**src/rtl/instruction_fetch_unit.sv**
```systemverilog
// ============================================================================
// Module      : instruction_fetch_unit
// Description : Fetch stage of the MIPS datapath. Holds the PC, drives the
//               combinational-read instruction memory and captures the
//               returned word into the IF/ID pipeline register. Handles
//               stall, flush and branch/jump redirect, plus a run/halt FSM.
// Revision    : 1.0 - initial release
// ============================================================================
`default_nettype none

module instruction_fetch_unit #(
  parameter logic [31:0] RESET_PC   = 32'h0000_0000,
  parameter int          IMEM_WORDS = 128,
  parameter logic [31:0] NOP_WORD   = 32'h0000_0000
) (
  input  logic        Clk,
  input  logic        Reset,
  input  logic        Start,
  input  logic        Halt,
  input  logic        Stall,
  input  logic        Flush,
  input  logic        Redirect,
  input  logic [31:0] Target,
  output logic [31:0] Address,
  input  logic [31:0] Instruction,
  output logic [31:0] IFID_Instruction,
  output logic [31:0] IFID_PCPlus4,
  output logic        IFID_Valid,
  output logic        Misaligned,
  output logic        OutOfRange,
  output logic [31:0] FetchCount
);

  // First byte address past the end of the instruction memory
  localparam logic [31:0] c_PC_LIMIT = 32'(IMEM_WORDS * 4);

  typedef enum logic [1:0] {
    S_IDLE   = 2'd0,
    S_RUN    = 2'd1,
    S_HALTED = 2'd2
  } state_t;

  state_t      r_state;
  state_t      w_state_nxt;

  logic [31:0] r_pc;
  logic [31:0] r_ifid_instr;
  logic [31:0] r_ifid_pc4;
  logic        r_ifid_valid;
  logic        r_misaligned;
  logic        r_out_of_range;
  logic [31:0] r_fetch_count;

  logic [31:0] w_pc_nxt;
  logic [31:0] w_ifid_instr_nxt;
  logic [31:0] w_ifid_pc4_nxt;
  logic        w_ifid_valid_nxt;
  logic        w_misaligned_nxt;
  logic        w_out_of_range_nxt;
  logic [31:0] w_fetch_count_nxt;
  logic [31:0] w_pc_plus4;

  assign w_pc_plus4 = r_pc + 32'd4;
  assign Address    = r_pc;

  // State register
  always_ff @(posedge Clk or negedge Reset) begin
    if (!Reset) begin
      r_state <= S_IDLE;
    end else begin
      r_state <= w_state_nxt;
    end
  end

  // Next-state logic: Halt outranks Start in RUN; HALTED exits only by reset
  always_comb begin
    w_state_nxt = r_state;
    case (r_state)
      S_IDLE:   if (Start) w_state_nxt = S_RUN;
      S_RUN:    if (Halt)  w_state_nxt = S_HALTED;
      S_HALTED: w_state_nxt = S_HALTED;
      default:  w_state_nxt = S_IDLE;
    endcase
  end

  // Datapath next values: Redirect > Stall > Flush > normal fetch while
  // running; outside RUN the PC is frozen and IF/ID receives bubbles
  always_comb begin
    w_pc_nxt           = r_pc;
    w_ifid_instr_nxt   = r_ifid_instr;
    w_ifid_pc4_nxt     = r_ifid_pc4;
    w_ifid_valid_nxt   = r_ifid_valid;
    w_misaligned_nxt   = r_misaligned;
    w_out_of_range_nxt = r_out_of_range;
    w_fetch_count_nxt  = r_fetch_count;

    if (r_state == S_RUN) begin
      if (Redirect) begin
        w_pc_nxt         = {Target[31:2], 2'b00};
        w_ifid_instr_nxt = NOP_WORD;
        w_ifid_valid_nxt = 1'b0;
        if (Target[1:0] != 2'b00) w_misaligned_nxt = 1'b1;
      end else if (Stall) begin
        if (Flush) begin
          w_ifid_instr_nxt = NOP_WORD;
          w_ifid_valid_nxt = 1'b0;
        end
      end else if (Flush) begin
        w_pc_nxt         = w_pc_plus4;
        w_ifid_instr_nxt = NOP_WORD;
        w_ifid_valid_nxt = 1'b0;
      end else begin
        w_pc_nxt          = w_pc_plus4;
        w_ifid_instr_nxt  = Instruction;
        w_ifid_pc4_nxt    = w_pc_plus4;
        w_ifid_valid_nxt  = 1'b1;
        w_fetch_count_nxt = r_fetch_count + 32'd1;
      end
      // The fetch itself still proceeds; the memory aliases the address
      if (r_pc >= c_PC_LIMIT) w_out_of_range_nxt = 1'b1;
    end else begin
      w_ifid_instr_nxt = NOP_WORD;
      w_ifid_valid_nxt = 1'b0;
    end
  end

  // PC, IF/ID register, sticky flags and fetch counter
  always_ff @(posedge Clk or negedge Reset) begin
    if (!Reset) begin
      r_pc           <= RESET_PC;
      r_ifid_instr   <= NOP_WORD;
      r_ifid_pc4     <= 32'd0;
      r_ifid_valid   <= 1'b0;
      r_misaligned   <= 1'b0;
      r_out_of_range <= 1'b0;
      r_fetch_count  <= 32'd0;
    end else begin
      r_pc           <= w_pc_nxt;
      r_ifid_instr   <= w_ifid_instr_nxt;
      r_ifid_pc4     <= w_ifid_pc4_nxt;
      r_ifid_valid   <= w_ifid_valid_nxt;
      r_misaligned   <= w_misaligned_nxt;
      r_out_of_range <= w_out_of_range_nxt;
      r_fetch_count  <= w_fetch_count_nxt;
    end
  end

  assign IFID_Instruction = r_ifid_instr;
  assign IFID_PCPlus4     = r_ifid_pc4;
  assign IFID_Valid       = r_ifid_valid;
  assign Misaligned       = r_misaligned;
  assign OutOfRange       = r_out_of_range;
  assign FetchCount       = r_fetch_count;

endmodule

`default_nettype wire
```
**config.mk**
```make
export PLATFORM = sky130hd
export DESIGN_NAME = instruction_fetch_unit
export DESIGN_NICKNAME = d
export VERILOG_FILES = /design/src/rtl/instruction_fetch_unit.sv
export SDC_FILE = /design/constraint.sdc
export NUM_CORES = 1
export LEC_CHECK = 0
export CAP_MARGIN = 30
export CELL_PAD_IN_SITES_DETAIL_PLACEMENT = 1
export CELL_PAD_IN_SITES_GLOBAL_PLACEMENT = 2
export CORE_ASPECT_RATIO = 1.4
export CORE_MARGIN = 1.5
export CORE_UTILIZATION = 30
export CTS_CLUSTER_SIZE = 28
export DETAILED_ROUTE_END_ITERATION = 6
export GPL_ROUTABILITY_DRIVEN = 0
export PLACE_DENSITY_LB_ADDON = 0.1
export SLEW_MARGIN = 10
export SYNTH_ARGS = -nofsm -noshare
export SYNTH_HDL_FRONTEND = slang
export SYNTH_SLANG_ARGS = --single-unit
```
**constraint.sdc**
```tcl
create_clock -name Clk -period 5.3 [get_ports Clk]
set_clock_uncertainty 0.2 [all_clocks]
set_input_delay 0.795 -clock Clk [delete_from_list [all_inputs] [get_ports Clk]]
set_output_delay 0.795 -clock Clk [all_outputs]
set_load 0.01 [all_outputs]
```
==> results by group <==
CTS
  • Cts repair resizes: 0
  • Register clock-pin slew on the reported worst setup and hold paths: 0.06 ns
  • CTS Buffer Depth: 2
  • Hold_buf cts: 0
  • H-tree levels: 4
  • Clock root cell: clkbuf_16
  • Num CTS Buffers: 17
  • Post-CTS setup buffer count: 0
  • Num Clock Sinks: 129
  • CTS tree: done
  • Clk Latency, worst-skew pair: 0.41 ns

Route
  • Vias: 5,561
  • DR WL/cell: 19.29 um
  • DRT iter0 DRCs: 176
  • DRC violations left: 0
  • First-pass iteration count of the detailed router: 4
  • Drt total wl: 20.75 mm
  • Via density per instance: 5.168
  • Final antenna-violating net count: 0

Synth
  • Compound-gate portion of the synthesized area: 16.16%
  • Most common cell in the synthesized netlist: dfrtp_1
  • Synth Flop Type: dfrtp_1
  • Seq/Total Area, Yosys: 51.97%
  • Synth cell count leaders: dfrtp_1 (129), nand2_1 (68), o21ai_0 (55)
  • Largest family of logic cells by synthesized area: simple AND/OR/NAND/NOR gates
  • Post-synth ARST share: 100.0%
  • Number of flops mapped to enable cells by yosys: 0
  • Count of state elements after synthesis: 129
  • Post-synthesis mux area share: 0.3223%
  • Synth Area in Simple Gates: 17.99%
  • Yosys cell types: 53
  • Synthesized area: 6211 um2
  • Post-Synth XOR/XNOR Area: 8.320%
  • Cell taking the most area after synthesis: dfrtp_1
  • Syn Inst Count: 623
  • Synth Warn #: 0
  • Top-area cell type share of the netlist area: 51.97%
  • Post-Synth Adder-Cell Area: 1.007%
  • Largest cells by area after synthesis: dfrtp_1 (52%), xnor2_1 (5.6%), a22o_1 (4.5%)
  • Mapped Avg Cell Area: 9.969 um2

Setup path
  • Crit start category: input pin
  • Worst Setup End Kind: flip-flop
  • R2R Setup Slk: 2.14 ns
  • Max incr delay on CP: 0.68 ns
  • Slowest cell on crit path: or4b_2
  • Worst r2r dst: FetchCount[28]
  • Worst r2r src: r_state[1]
  • Crit path to: FetchCount[28]
  • Crit-path cells: clkdlybuf4s50_1 -> or4b_2 -> buf_4 -> nor4_4 -> and3_1 -> nand3_1 -> xnor2_1
  • Worst setup path startpoint: Stall
  • Required @ worst endpoint: 5.39 ns
  • Arr. time, crit path: 3.44 ns
  • Worst reg2reg path depth: 9
  • Crit path kind: input pin to flip-flop
  • CP Max Fanout: 63

STA
  • Post-layout minimum cycle time: 3.350 ns
  • Final setup vio count: 0
  • Worst-margin pin slew: 0.8931 ns
  • Final Cycle Share: 63.20%
  • Worst rel slew slack: 39.96%
  • Final Max Slew Viols: 0
  • Fmax: 298.5 MHz
  • Fin Setup TNS: 0 ns
  • RSZ-0062 raised after global routing: no
  • Final worst slack: 1.950 ns
  • Final hold violations: 0

Floorplanning
  • Die area: 21,590 um2
  • Initial Util: 30.44%
  • Row cnt: 62
  • I/O pin count: 202
  • Die width: 124.6 um
  • Core area: 20,400 um2
  • Die Span Y: 173.2 um

Layout
  • Area Growth Syn to Fin: 45.79%
  • Layout cells sized above 1: 6.341%
  • Antenna diodes: 0
  • Nets: 883

Placement
  • Place WS: 1.515 ns
  • Post-DP HPWL: 14.96 mm
  • Port Buffer Count: 197

Job
  • Max Cap Viol: 0

Global route
  • GR Util met3: 4.969%
  • GR Overflow Total: 0
  • Met1 Use GR: 24.61%
  • Initial antenna violation count: 0
  • First-pass GRT wire length: 33.67 mm
  • Global Route met2 Usage: 33.08%
  • Layer with the highest usage: met2
  • GR Util All Layers: 19.65%
  • Largest net degree at the start of global routing: 84
  • Vias in the first global route: 5,861

Worst hold path
  • HP Class: input pin to async pin

Pwr
  • Cell Pwr Density: 447.0 nW/um2
  • Peak VDD IR: 0.2855 mV
  • P_leak: 3.731 nW

Outcome
  • Status: finished clean
-- logic make-up (layout without fill, tap and decap cells) --
group	after synthesis	after routing
AO/OA/AOI/OAI	152	152
XOR/XNOR	59	59
adder cells (fa/ha/maj)	5	5
buffers and inverters	59	253
flip-flops	129	129
multiplexers	2	2
other	1	4
AND/OR/NAND/NOR	216	216
-- metrics by stage --
step	hold slack, ns	util [%]	power (mW)	area (um2)	cells
2_1_floorplan	0.2994	-	2.050	6222	626
3_3_place_gp	0.2531	41.06	2.765	8377	1041
3_5_place_dp	0.2557	41.19	2.817	8403	1043
4_1_cts	0.2528	44.28	4.110	9035	1075
5_1_grt	0.2639	44.38	4.293	9055	1076
6_report	0.2187	44.38	4.048	9055	1076
-- power breakdown --
part / internal, mW / total, mW / switching (mW)
Clock: 0.825 / 1.26 / 0.437
Sequential: 1.21 / 1.53 / 0.319
Combinational: 0.673 / 1.26 / 0.582
-- worst min path at each step --
stage / end / slack [ns] / cells after the start
6_report: FetchCount[25] / 0.22 / 1
5_1_grt: FetchCount[25] / 0.26 / 1
4_1_cts: FetchCount[25] / 0.25 / 1
3_5_place_dp: FetchCount[31] / 0.26 / 1
3_3_place_gp: OutOfRange / 0.25 / 1
2_1_floorplan: Address[10] / 0.30 / 0
-- state kept, by name (all words and copies together) (netlist names) --
name,cells
OutOfRange,1
Misaligned,1
Address,30
IFID_PCPlus4,30
FetchCount,32
r_state,2
IFID_Instruction,32
IFID_Valid,1
-- metal layers --
layer | share of wire (%) | vias up
met5 | 0 | -
met4 | 1.7 | 0
met3 | 5.3 | 23
met2 | 50 | 163
met1 | 43 | 2784
li1 | - | 2591
-- critical path, delay by kind of cell --
| family | cells | cell delay [ns] |
|---|---|---|
| buf+inv | 2 | 0.93 |
| xor+xnor | 1 | 0.14 |
| simple gates | 4 | 1.57 |
-- cells in the final DEF (no fill, tap or decap), types with 5 or more instances in the layout --
master	synthesis	routed
clkbuf_16	0	17
buf_4	6	7
xor2_1	19	19
and3_1	13	13
nor2_1	34	34
nor3_1	12	12
xnor2_1	40	40
o21ai_0	55	55
a31oi_1	8	8
o21a_1	8	8
a22oi_1	5	5
clkdlybuf4s50_1	0	195
nand4_1	22	22
dfrtp_1	129	129
nand2_1	68	68
o22a_1	7	7
and4_1	6	6
nor4_1	10	9
a22o_1	32	32
ha_1	5	5
o22ai_1	6	6
a21oi_1	17	16
nand3_1	28	28
inv_1	14	14
-- cell type report --
| class | instances | area, um2 |
|---|---|---|
| fillers | 2289 | 11350 |
| inverters | 14 | 52.55 |
| well taps | 256 | 320.3 |
| clock buffers | 23 | 478.0 |
| repair buffers | 207 | 2067 |
| clock inverters | 9 | 153.9 |
| flip-flops and latches | 129 | 3228 |
| multi-input cells | 438 | 2755 |
Power figures use the tool's default switching activity.
